--- config.mk ---
export PLATFORM = sky130hd
export DESIGN_NAME = alu_control_sequencer
export DESIGN_NICKNAME = d
export VERILOG_FILES = /design/src/rtl/cpu_ctrl_pkg.sv /design/src/rtl/reg_select_decoder.sv /design/src/rtl/alu_control_sequencer.sv
export SDC_FILE = /design/constraint.sdc
export NUM_CORES = 1
export LEC_CHECK = 0
export ABC_CLOCK_PERIOD_IN_PS = 2500
export CAP_MARGIN = 20
export CORE_MARGIN = 1.5
export CORE_UTILIZATION = 31
export DETAILED_ROUTE_END_ITERATION = 16
export PLACE_DENSITY_LB_ADDON = 0.3
export SETUP_SLACK_MARGIN = 0.02
export SYNTH_ARGS = -nofsm -noshare
export SYNTH_HDL_FRONTEND = slang
export SYNTH_SLANG_ARGS = --single-unit
--- constraint.sdc ---
create_clock -name clk -period 2.5 [get_ports clk]
set_clock_uncertainty 0.1 [all_clocks]
set_input_delay 0.625 -clock clk [delete_from_list [all_inputs] [get_ports clk]]
set_output_delay 0.625 -clock clk [all_outputs]
set_load 0.1 [all_outputs]
--- src/rtl/cpu_ctrl_pkg.sv ---
// Shared definitions for the single-bus datapath control unit.
// Contents: FSM state enum, 5-bit ALU opcode constants, IR field bit
// positions and an opcode classifier used by the sequencer.
// Config macro: MULDIV_EN -- when defined MUL/DIV classify as legal
// two-result operations; otherwise they classify as illegal.
package cpu_ctrl_pkg;

  typedef enum logic [3:0] {
    S_IDLE,
    S_T0,
    S_T1,
    S_T2,
    S_T3,
    S_T4,
    S_T5,
    S_T6,
    S_HALT
  } state_t;

  typedef enum logic [2:0] {
    C_ILLEGAL,
    C_BINARY,
    C_UNARY,
    C_MULDIV,
    C_NOP,
    C_HALT
  } op_class_t;

  localparam logic [4:0] OP_ADD  = 5'b00011;
  localparam logic [4:0] OP_SUB  = 5'b00100;
  localparam logic [4:0] OP_AND  = 5'b00101;
  localparam logic [4:0] OP_OR   = 5'b00110;
  localparam logic [4:0] OP_SHR  = 5'b00111;
  localparam logic [4:0] OP_SHRA = 5'b01000;
  localparam logic [4:0] OP_SHL  = 5'b01001;
  localparam logic [4:0] OP_ROR  = 5'b01010;
  localparam logic [4:0] OP_ROL  = 5'b01011;
  localparam logic [4:0] OP_MUL  = 5'b01111;
  localparam logic [4:0] OP_DIV  = 5'b10000;
  localparam logic [4:0] OP_NEG  = 5'b10001;
  localparam logic [4:0] OP_NOT  = 5'b10010;
  localparam logic [4:0] OP_NOP  = 5'b11010;
  localparam logic [4:0] OP_HALT = 5'b11011;

  localparam int unsigned IR_OP_MSB = 31;
  localparam int unsigned IR_OP_LSB = 27;
  localparam int unsigned IR_RA_MSB = 26;
  localparam int unsigned IR_RA_LSB = 23;
  localparam int unsigned IR_RB_MSB = 22;
  localparam int unsigned IR_RB_LSB = 19;
  localparam int unsigned IR_RC_MSB = 18;
  localparam int unsigned IR_RC_LSB = 15;

  function automatic op_class_t classify_op(input logic [4:0] op);
    op_class_t c;
    case (op)
      OP_ADD, OP_SUB, OP_AND, OP_OR, OP_SHR,
      OP_SHRA, OP_SHL, OP_ROR, OP_ROL:        c = C_BINARY;
      OP_NEG, OP_NOT:                         c = C_UNARY;
`ifdef MULDIV_EN
      OP_MUL, OP_DIV:                         c = C_MULDIV;
`endif
      OP_NOP:                                 c = C_NOP;
      OP_HALT:                                c = C_HALT;
      default:                                c = C_ILLEGAL;
    endcase
    return c;
  endfunction

endpackage

--- src/rtl/reg_select_decoder.sv ---
// Converts a 4-bit register index plus enable into a one-hot select.
// Ports:
//   i_idx    : register number
//   i_en     : when 0 the output is all-zero
//   o_onehot : NUM_REGS-wide one-hot (bit n selects Rn); indices at or
//              beyond NUM_REGS produce all-zero
module reg_select_decoder #(
  parameter int unsigned NUM_REGS = 16
) (
  input  logic [3:0]          i_idx,
  input  logic                i_en,
  output logic [NUM_REGS-1:0] o_onehot
);

  always_comb begin
    o_onehot = '0;
    for (int unsigned i = 0; i < NUM_REGS; i++) begin
      if (i_en && (32'(i_idx) == i)) o_onehot[i] = 1'b1;
    end
  end

endmodule

--- src/rtl/alu_control_sequencer.sv ---
// Hardwired control unit for the single-bus datapath. Sequences the
// instruction fetch (T0-T2) and execution (T3-T5, T6 for MUL/DIV) of
// register-register ALU instructions, decoding op/Ra/Rb/Rc from the
// datapath IR. All strobes are a Moore decode of state and ir; at most
// one bus driver is active in any state.
// Config macro: MULDIV_EN -- enables MUL/DIV (T6, LO/HI loads). When
// undefined MUL/DIV halt as illegal and HI_enable/LO_enable are tied 0.
// Ports:
//   clk, clr (sync active-high), run (level, stops at instr boundary)
//   ir          : IR contents, valid from T3
//   *_out       : bus drive strobes; *_enable : register loads
//   IncPC, Read : ALU increment select / memory read
//   R_out, R_enable : one-hot general register drive / load
//   opcode      : ALU operation, non-zero only in T4
//   halted, illegal : sticky status, cleared by clr
module alu_control_sequencer
  import cpu_ctrl_pkg::*;
#(
  parameter int unsigned MEM_WAIT = 0,
  parameter int unsigned NUM_REGS = 16
) (
  input  logic                clk,
  input  logic                clr,
  input  logic                run,
  input  logic [31:0]         ir,
  output logic                PC_out,
  output logic                ZLow_out,
  output logic                ZHigh_out,
  output logic                MDR_out,
  output logic                MAR_enable,
  output logic                PC_enable,
  output logic                MDR_enable,
  output logic                IR_enable,
  output logic                Y_enable,
  output logic                Z_enable,
  output logic                HI_enable,
  output logic                LO_enable,
  output logic                IncPC,
  output logic                Read,
  output logic [NUM_REGS-1:0] R_out,
  output logic [NUM_REGS-1:0] R_enable,
  output logic [4:0]          opcode,
  output logic                halted,
  output logic                illegal
);

  localparam logic [3:0] W_INIT = 4'(MEM_WAIT);

  state_t     r_state;
  logic [3:0] r_wait;
  logic       r_halted;
  logic       r_illegal;

  logic [4:0] w_op;
  logic [3:0] w_ra;
  logic [3:0] w_rb;
  logic [3:0] w_rc;
  op_class_t  w_class;
  logic [3:0] w_rout_idx;
  logic       w_rout_en;
  logic       w_ren_en;
  state_t     w_eoi_state;
  logic       w_unused_ir;

  assign w_op        = ir[IR_OP_MSB:IR_OP_LSB];
  assign w_ra        = ir[IR_RA_MSB:IR_RA_LSB];
  assign w_rb        = ir[IR_RB_MSB:IR_RB_LSB];
  assign w_rc        = ir[IR_RC_MSB:IR_RC_LSB];
  assign w_class     = classify_op(w_op);
  assign w_eoi_state = run ? S_T0 : S_IDLE;
  assign w_unused_ir = &{1'b0, ir[IR_RC_LSB-1:0]};

  assign halted  = r_halted;
  assign illegal = r_illegal;

  always_ff @(posedge clk) begin
    if (clr) begin
      r_state   <= S_IDLE;
      r_wait    <= '0;
      r_halted  <= 1'b0;
      r_illegal <= 1'b0;
    end else begin
      case (r_state)
        S_IDLE: if (run) r_state <= S_T0;
        S_T0: begin
          r_state <= S_T1;
          r_wait  <= W_INIT;
        end
        // T1 lasts W_INIT+1 cycles: leave once the counter has hit zero
        S_T1: begin
          if (r_wait == '0) r_state <= S_T2;
          else              r_wait  <= r_wait - 4'd1;
        end
        S_T2: r_state <= S_T3;
        S_T3: begin
          case (w_class)
            C_HALT: begin
              r_state  <= S_HALT;
              r_halted <= 1'b1;
            end
            C_ILLEGAL: begin
              r_state   <= S_HALT;
              r_halted  <= 1'b1;
              r_illegal <= 1'b1;
            end
            C_NOP:   r_state <= w_eoi_state;
            default: r_state <= S_T4;
          endcase
        end
        S_T4: r_state <= S_T5;
        S_T5: r_state <= (w_class == C_MULDIV) ? S_T6 : w_eoi_state;
        S_T6: r_state <= w_eoi_state;
        S_HALT: r_state <= S_HALT;
        default: r_state <= S_IDLE;
      endcase
    end
  end

  always_comb begin
    PC_out     = 1'b0;
    ZLow_out   = 1'b0;
    ZHigh_out  = 1'b0;
    MDR_out    = 1'b0;
    MAR_enable = 1'b0;
    PC_enable  = 1'b0;
    MDR_enable = 1'b0;
    IR_enable  = 1'b0;
    Y_enable   = 1'b0;
    Z_enable   = 1'b0;
    HI_enable  = 1'b0;
    LO_enable  = 1'b0;
    IncPC      = 1'b0;
    Read       = 1'b0;
    opcode     = '0;
    w_rout_idx = '0;
    w_rout_en  = 1'b0;
    w_ren_en   = 1'b0;
    case (r_state)
      S_T0: begin
        PC_out     = 1'b1;
        MAR_enable = 1'b1;
        IncPC      = 1'b1;
        Z_enable   = 1'b1;
      end
      S_T1: begin
        ZLow_out   = 1'b1;
        PC_enable  = (r_wait == W_INIT);
        Read       = 1'b1;
        MDR_enable = 1'b1;
      end
      S_T2: begin
        MDR_out   = 1'b1;
        IR_enable = 1'b1;
      end
      S_T3: begin
        if (w_class == C_BINARY || w_class == C_MULDIV) begin
          w_rout_idx = w_rb;
          w_rout_en  = 1'b1;
          Y_enable   = 1'b1;
        end
      end
      S_T4: begin
        if (w_class == C_BINARY || w_class == C_MULDIV) begin
          w_rout_idx = w_rc;
          w_rout_en  = 1'b1;
          opcode     = w_op;
          Z_enable   = 1'b1;
        end else if (w_class == C_UNARY) begin
          w_rout_idx = w_rb;
          w_rout_en  = 1'b1;
          opcode     = w_op;
          Z_enable   = 1'b1;
        end
      end
      S_T5: begin
        ZLow_out = 1'b1;
`ifdef MULDIV_EN
        if (w_class == C_MULDIV) LO_enable = 1'b1;
        else                     w_ren_en  = 1'b1;
`else
        w_ren_en = 1'b1;
`endif
      end
`ifdef MULDIV_EN
      S_T6: begin
        ZHigh_out = 1'b1;
        HI_enable = 1'b1;
      end
`endif
      default: ;
    endcase
  end

  reg_select_decoder #(.NUM_REGS(NUM_REGS)) u_rout_dec (
    .i_idx    (w_rout_idx),
    .i_en     (w_rout_en),
    .o_onehot (R_out)
  );

  reg_select_decoder #(.NUM_REGS(NUM_REGS)) u_ren_dec (
    .i_idx    (w_ra),
    .i_en     (w_ren_en),
    .o_onehot (R_enable)
  );

endmodule

==> results of run 1 <==
where the power goes:
part	internal [mW]	total [mW]	leakage [nW]	switching (mW)
combinational	0.427	1.12	1.35	0.696
sequential	0.186	0.218	0.0820	0.0317
clock	0.106	0.177	0.0216	0.0709
routing by layer:
layer  share of wire (%)  global-route usage, %
met4                 6.6                   22.3
met2                  48                   71.1
met1                  35                   44.9
met5                   0                      0
met3                  11                   6.58
metrics by stage:
stage               utilization [%]  worst slack (ps)
CTS                            93.6              -536
floorplan                         -              -986
finish                         96.2              -723
global placement               83.0              -934
global route                   96.2              -765
detailed placement             83.0             -1080
kinds of logic after synthesis:
family                     share of synthesized area, %
DFF                                                15.4
xor gates and xnor gates                           1.35
and+or+nand+nor                                    47.9
muxes                                             0.769
adders and majority gates                          2.88
AOI/OAI and AO/OA                                  22.5
other                                             0.288
buffers and inverters                              8.93
sequential cells by signal, summed over array words and instances (netlist names):
register / flops
illegal: 1
r_wait: 4
halted: 1
r_state: 4
layout make-up:
type	instances	area, sq um
clock buffer	3	41.3
fill	73	154
inverter	6	27.5
multi-input combinational	152	1650
sequential	10	203
tap	50	62.6
timing repair buffer	142	1890
how the worst max path moves through the flow:
stage	depth (start not counted)	startpoint	end	slack [ps]
floorplan	5	r_state[3]	R_enable[0]	-990
global placement	9	ir[27]	R_out[8]	-930
detailed placement	9	ir[27]	R_out[15]	-1080
CTS	8	ir[30]	R_out[9]	-540
global route	10	ir[27]	R_out[1]	-770
finish	9	ir[28]	opcode[4]	-720
critical path, delay by kind of cell:
kind	cells	cell delay, ps
fa+ha+maj	1	270
buf+inv	4	630
simple gates	3	680
compound gates	1	270
repair_timing:
item / in CTS / in global routing
buffers inserted: 20 / 8
endpoints found under the setup margin: 41 / 42
gates resized for setup: 72 / 14
pin swaps: 39 / 29
synthesized netlist by cell type, drive strengths merged, types with 3 or more instances:
master / instances / area (sq um)
clkbuf: 4 / 15.0
nand4b: 3 / 26.3
dfxtp: 10 / 200
nor3: 23 / 115
or3b: 3 / 26.3
nand2: 10 / 37.5
nor2b: 5 / 31.3
o21ai: 6 / 30.0
nor4b: 3 / 47.5
inv: 6 / 22.5
nor3b: 4 / 52.6
buf: 12 / 78.8
nand2b: 6 / 37.5
o211ai: 3 / 22.5
nor2: 22 / 82.6
ha: 3 / 37.5
and3: 8 / 50.1
a21oi: 10 / 53.8
nand3b: 4 / 30.0
a31oi: 3 / 18.8
cell usage in the layout, fill, tap and decap left out, types with 4 or more instances in the layout:
cell	n
and3_4	7
buf_8	4
buf_6	20
a21oi_1	4
dlygate4sd2_1	5
nand3b_1	4
dfxtp_1	8
buf_4	49
clkdlybuf4s50_1	9
nand2_1	7
nor2_1	7
buf_12	55
inv_1	5
a21oi_2	4
nor3_1	4
nor2_4	15
nor3_4	18
==> results.json, run 1 <==
{
  "worstSetupEndpointType": "primary output",
  "cts.htree.levels": 1,
  "dpl.hpwl_mm": 4.51,
  "synth_edf_count": 0,
  "initial_core_util_pct": 32.3,
  "placed_cells_incl_taps": 334,
  "clkSinkCount": 10,
  "clock_latency_ps": 250,
  "setup_viol": 40,
  "netlist_instances": 182,
  "cts.hold.buffers_added": 0,
  "yosysUniqueCellTypes": 55,
  "area_growth_pct": 198,
  "dpl_cell_area_sq_mm": 0.00335,
  "place.gp.congestion": 0.824,
  "drive_above_1_share_pct": 70.3,
  "drt_pre_antenna_iters": 5,
  "layout.nets": 353,
  "min_period_over_period_pct": 129,
  "ff2ff_path_depth": 9,
  "setup_ws_ps": -723,
  "cp_slowest_cell": "ha_4",
  "rrSetupSlack_ps": 340,
  "drv_slew": 0,
  "ys_seq_area_share_pct": 15.4,
  "num_vias": 2352,
  "drc": 0,
  "root_buffer": "clkbuf_8",
  "grt_pass1_vias": 2308,
  "hp-class": "reg -> reg",
  "fin_area_sq_mm": 0.00387,
  "port_buffers": 69,
  "synth_area_sq_mm": 0.00130,
  "die_h_microns": 67.8,
  "min_to": "illegal",
  "cts_buffer_depth": 2,
  "cp_common_cell": "buf_4",
  "hold_depth": 2,
  "grt_pass1_wl_mm": 13.3,
  "drv_cap": 0,
  "ant_nets": 0,
  "violations": "negative setup slack",
  "ys_warn_count": 0,
  "core_area_sq_mm": 0.00403,
  "finalWirelength_mm": 10.5,
  "outcome": "finished with violations",
  "start_kind": "input port",
  "leakage_nw": 1.46,
  "min-delay-start": "illegal",
  "cts_made_buffers": 3,
  "r2r_start": "r_state[0]",
  "cts_tree": "built",
  "antenna_found_initial": 0,
  "worstReg2RegEnd": "r_wait[3]",
  "finalNonFillerCells": 363,
  "grt_max_degree": 12,
  "track_usage_pct": 39.9,
  "antenna_cells": 0,
  "clkTransAtPathRegs_ps": 50,
  "crit_chain": "buf_8, ha_4, nand3b_1, buf_4, buf_4, a31oi_2, nand2b_4, and3_4, buf_12",
  "ir_drop_mv": 0.636,
  "cp.required_ps": 1770,
  "path_max_fanout": 5,
  "tns_ps": -17680,
  "crit_type": "in -> out",
  "fp-row-count": 23,
  "async_flop_share_pct": 0,
  "hold_viol_final": 0,
  "synthFlopType": "dfxtp_1",
  "power.density_mw_per_mm2": 392,
  "synth_area_per_cell_sq_um": 7.16,
  "first_iter_violations": 235,
  "crit_arrival_ps": 2500,
  "slowest_delay_ps": 270,
  "fp.dieW_microns": 67.8,
  "wl_per_cell_microns": 28.9,
  "fmax_mhz": 310,
  "globalRouteOverflowTotal": 0,
  "yosys_register_bits": 10,
  "finalPower_mw": 1.52,
  "whs_ps": 424,
  "die-area_sq_mm": 0.00460,
  "period_minus_slack_ps": 3220,
  "viasPerCell": 6.48,
  "ioPinCount": 88,
  "grt_setup_unrepaired": "true"
}
Power figures use the tool's default switching activity.
==> inputs of run 2 (changes only) <==
--- a/config.mk
+++ b/config.mk
@@ -10,6 +10,7 @@
 export CORE_MARGIN = 1.5
 export CORE_UTILIZATION = 31
 export DETAILED_ROUTE_END_ITERATION = 16
+export GPL_TIMING_DRIVEN = 0
 export PLACE_DENSITY_LB_ADDON = 0.3
 export SETUP_SLACK_MARGIN = 0.02
 export SYNTH_ARGS = -nofsm -noshare
==> run 2 against run 1 <==
The flow still finishes with violations (negative setup slack). Clock power increased by 19%. Via count decreased by 13%. Register-to-register slack improved by 200 ps. Non-clock buffer count decreased by 19. Global-route usage decreased by 13 points. Final cell count decreased by 5.0%. First-iteration DRC count decreased by 13%. Routed wire length decreased by 26%. Maximum frequency increased by 2.2%. Flip-flop and latch count unchanged. Cell area decreased by 8.6%. Critical endpoint is now R_out[5]. Largest cell class is now multi-input combinational cells. Highest routed layer unchanged.
==> results.json, run 2 (synthesis results as in run 1) <==
{
  "fill_cells": 174,
  "cts_made_buffers": 3,
  "ioPinCount": 88,
  "fp.dieW_microns": 67.8,
  "layout.nets": 334,
  "period_minus_slack_ps": 3150,
  "cts_buffer_depth": 2,
  "hp-class": "reg -> reg",
  "area_growth_pct": 172,
  "root_buffer": "clkbuf_8",
  "die_h_microns": 67.8,
  "crit_type": "in -> out",
  "initial_core_util_pct": 32.3,
  "core_area_sq_mm": 0.00403,
  "crit_arrival_ps": 2430,
  "tns_ps": -12550,
  "power.density_mw_per_mm2": 381,
  "setup_ws_ps": -654,
  "grt_pass1_wl_mm": 9.39,
  "path_max_fanout": 4,
  "min_period_over_period_pct": 126,
  "finalNonFillerCells": 345,
  "num_vias": 2058,
  "drc": 0,
  "antenna_cells": 0,
  "cp.required_ps": 1770,
  "pre_cts_ws_ps": -2050,
  "antenna_found_initial": 0,
  "clkTransAtPathRegs_ps": 50,
  "cts_tree": "built",
  "dpl_cell_area_sq_mm": 0.00261,
  "finalWirelength_mm": 7.76,
  "drt_pre_antenna_iters": 5,
  "placed_cells_incl_taps": 302,
  "clock_latency_ps": 240,
  "grt_max_degree": 11,
  "utilization_pct": 87.9,
  "cts.hold.buffers_added": 0,
  "first_iter_violations": 205,
  "finalPower_mw": 1.35,
  "drv_slew": 0,
  "violations": "negative setup slack",
  "worstSetupEndpointType": "primary output",
  "track_usage_pct": 26.8,
  "wl_per_cell_microns": 22.5,
  "grt_setup_unrepaired": "true",
  "fp-row-count": 23,
  "fmax_mhz": 317,
  "globalRouteOverflowTotal": 0,
  "place.gp.congestion": 0.757,
  "fin_area_sq_mm": 0.00354,
  "ir_drop_mv": 0.663,
  "hold_viol_final": 0,
  "whs_ps": 351,
  "outcome": "finished with violations",
  "tightest_slew_ps": 965,
  "die-area_sq_mm": 0.00460,
  "start_kind": "input port",
  "largestRegisters": "r_state: 4 flops, r_wait: 4 flops",
  "port_buffers": 68,
  "cts.htree.levels": 1,
  "final_common_cell": "buf_4",
  "ant_nets": 0,
  "drv_cap": 0,
  "dpl.hpwl_mm": 3.36,
  "leakage_nw": 1.30,
  "slew_headroom_pct": 35.4,
  "clkSinkCount": 10,
  "layout_common_cells": "buf_4, buf_12, buf_6, nor3_4, nor2_4",
  "viasPerCell": 5.97,
  "setup_viol": 34,
  "drive_above_1_share_pct": 68.5,
  "grt_pass1_vias": 1908
}
## run 2: changes by cell type in the layout (fill, tap and decap cells not counted), sizes merged
cell           previous run  this run
clkbuf                    3         9
dlymetal6s2s              0         1
clkdlybuf4s15             0         3
buf                     128       102
clkdlybuf4s50             9         8
dlygate4sd2               5         4
## run 2: power by group
group	internal [mW]	switching, mW	total (mW)
Clock	0.139	0.0716	0.211
Combinational	0.319	0.594	0.913
Sequential	0.188	0.0380	0.226
Total	0.646	0.704	1.35
## run 2: worst paths after layout
path | slack (ps) | endpoint | from | cells past startpoint
setup reg to reg | 540 | r_wait[2] | r_wait[0] | 7
hold / removal | 350 | halted | halted | 2
hold reg to reg | 350 | halted | halted | 2
setup / recovery | -650 | R_out[5] | ir[28] | 9
## run 2: area by class of cell
type,count,area [sq um],share of cell area (%)
flip-flops and latches,10,208,5.87
plain buffers,16,141,3.99
repair buffers,107,1400,39.6
well taps,50,62.6,1.77
clock buffers,4,55.1,1.55
multi-input cells,152,1640,46.4
inverters,6,27.5,0.777
## run 2: critical path, cell delays in order
cell      delay [ps]
buf_8            110
buf_6            110
nand3b_1         230
a211oi_4         390
buf_4            170
o211ai_1          90
a22o_4           290
nor3_4           210
buf_12           200
## run 2: routing by layer
layer	GRT usage (%)	wire length [microns]	up-vias
met5	0	0	-
met4	14.2	369	0
met3	4.44	538	42
met1	30.4	2950	985
li1	-	-	894
met2	48.0	3900	137
## run 2: timing repair
action,CTS,global route
resized for setup,432,53
pin swaps,34,30
buffers inserted,27,13
setup endpoints to repair,48,46
==> inputs of run 3 (changes only) <==
--- a/config.mk
+++ b/config.mk
@@ -7,7 +7,7 @@
 export LEC_CHECK = 0
 export ABC_CLOCK_PERIOD_IN_PS = 2500
 export CAP_MARGIN = 20
-export CORE_MARGIN = 1.5
+export CORE_MARGIN = 1
 export CORE_UTILIZATION = 31
 export DETAILED_ROUTE_END_ITERATION = 16
 export GPL_TIMING_DRIVEN = 0
==> run 3 against run 2 <==
The flow still finishes with violations (negative setup slack). Worst setup slack gained 45 ps. Clock-buffer cell count is the same. Cell area shrank 4.0%. Non-clock buffer count shrank 8. Register-to-register slack lost 20 ps. Total power shrank 3.6%. Critical path depth shrank 1. Combinational power shrank 4.1%. Sequential power is essentially flat. Core utilization shrank 3.5 points.
==> results.json, run 3 (synthesis results as in run 1) <==
{
  "ant_nets": 0,
  "pre_cts_ws_ps": -2070,
  "port_buffers": 68,
  "cp_top_family": "simple AND/OR/NAND/NOR gates",
  "worstReg2RegEnd": "r_wait[3]",
  "clkTransAtPathRegs_ps": 40,
  "slowest_delay_ps": 420,
  "ioPinCount": 88,
  "setup_viol": 26,
  "antenna_cells": 0,
  "hp-class": "reg -> reg",
  "min_period_over_period_pct": 124,
  "ir_drop_mv": 0.482,
  "clock_latency_ps": 230,
  "grt_setup_unrepaired": "true",
  "leakage_nw": 1.24,
  "finalPower_mw": 1.30,
  "grt_pass1_vias": 1829,
  "cts_made_buffers": 3,
  "die-area_sq_mm": 0.00446,
  "cp-endpoint": "R_out[4]",
  "clkSinkCount": 10,
  "antenna_found_initial": 0,
  "outcome": "finished with violations",
  "dpl.hpwl_mm": 3.43,
  "crit_arrival_ps": 2380,
  "cts.htree.levels": 1,
  "finalWirelength_mm": 6.97,
  "ff2ff_path_depth": 7,
  "tightest_slew_ps": 964,
  "period_minus_slack_ps": 3110,
  "utilization_pct": 84.4,
  "viasPerCell": 5.80,
  "drv_cap": 0,
  "cp_slowest_cell": "or3b_4",
  "power.density_mw_per_mm2": 383,
  "area_growth_pct": 161,
  "grt_max_degree": 11,
  "final_common_cell": "buf_4",
  "first_iter_violations": 96,
  "initial_core_util_pct": 32.3,
  "path_max_fanout": 5,
  "slew_headroom_pct": 35.6,
  "whs_ps": 351,
  "cp.depth": 8,
  "fill_cells": 199,
  "cp_common_cell": "buf_12",
  "seqCellArea_sq_um": 208,
  "layout_common_cells": "buf_4, buf_12, nor3_4, buf_6, nor2_4",
  "fp-row-count": 23,
  "worstSetupEndpointType": "primary output",
  "crit_type": "in -> out",
  "multiInputGateArea_sq_mm": 0.00165,
  "wl_per_cell_microns": 20.7,
  "die_h_microns": 66.8,
  "layout.nets": 326,
  "cp.required_ps": 1770,
  "cts_tree": "built",
  "fmax_mhz": 322,
  "cp_num_buf_inv": 3,
  "fp.dieW_microns": 66.8,
  "core_area_sq_mm": 0.00403,
  "place.gp.congestion": 0.773,
  "rrSetupSlack_ps": 520,
  "num_vias": 1956,
  "largestRegisters": "r_state: 4 flops, r_wait: 4 flops",
  "track_usage_pct": 26.5,
  "drt_pre_antenna_iters": 4,
  "root_buffer": "clkbuf_8",
  "crit_chain": "buf_12, or3b_4, o211a_4, nor4b_4, o31ai_4, buf_6, nor3_4, buf_12",
  "grt_pass1_wl_mm": 8.98,
  "tns_ps": -12450,
  "hold_viol_final": 0,
  "start_kind": "input port",
  "crit_start": "ir[31]",
  "drive_above_1_share_pct": 67.2,
  "drc": 0,
  "globalRouteOverflowTotal": 0,
  "setup_ws_ps": -609,
  "r2r_start": "r_wait[0]",
  "cts_buffer_depth": 2,
  "violations": "negative setup slack",
  "drv_slew": 0
}
[run 3: cell types whose count changed in the layout (fill, tap and decap cells not counted), moves of 2 or more]
cell,change
buf_12,-5
buf_6,-4
nand2b_2,-2
nor2_2,-2
nor2_4,+2
[run 3: how the worst min path moves through the flow]
stage	startpoint	endpoint	slack, ps	depth (start not counted)
6_report	halted	halted	350	2
5_1_grt	halted	halted	370	2
4_1_cts	halted	halted	360	2
3_5_place_dp	halted	halted	350	2
3_3_place_gp	halted	halted	340	2
2_1_floorplan	r_wait[0]	r_wait[0]	360	2
[run 3: layout make-up]
cell class | instances | area share [%]
buffer | 16 | 3.75
clock buffer | 4 | 1.62
multi-input combinational | 152 | 48.4
timing repair buffer | 99 | 37.5
sequential | 10 | 6.11
tap | 50 | 1.84
inverter | 6 | 0.809
[run 3: metrics by stage]
step / instance area (sq um) / std cells
floorplan: 1860 / 184
CTS: 3190 / 328
global placement: 2610 / 302
detailed placement: 2610 / 302
global route: 3400 / 337
finish: 3400 / 337
[run 3: layer usage]
metal	track usage, %	up-vias	routed length [microns]
met2	50.8	106	3780
met1	29.1	946	2620
li1	-	883	-
met3	1.54	21	373
met5	0	-	0
met4	12.5	0	201
[run 3: tightest hold or removal path, stage by stage (launching register included)]
cell     delay [ps]
dfxtp_1         310
inv_1            50
a21oi_1          50
[run 3: timing repair]
action,4_1_cts,5_1_grt
setup buffers,22,9
endpoints found under the setup margin,49,42
pin swaps,26,33
hold buffers,0,0
gates resized for setup,427,35
endpoints found under the hold margin,0,0
cloned,0,0
[run 3: report_power, final]
group | switching, mW | internal [mW]
registers | 0.0378 | 0.188
logic | 0.578 | 0.298
clock network | 0.0605 | 0.138
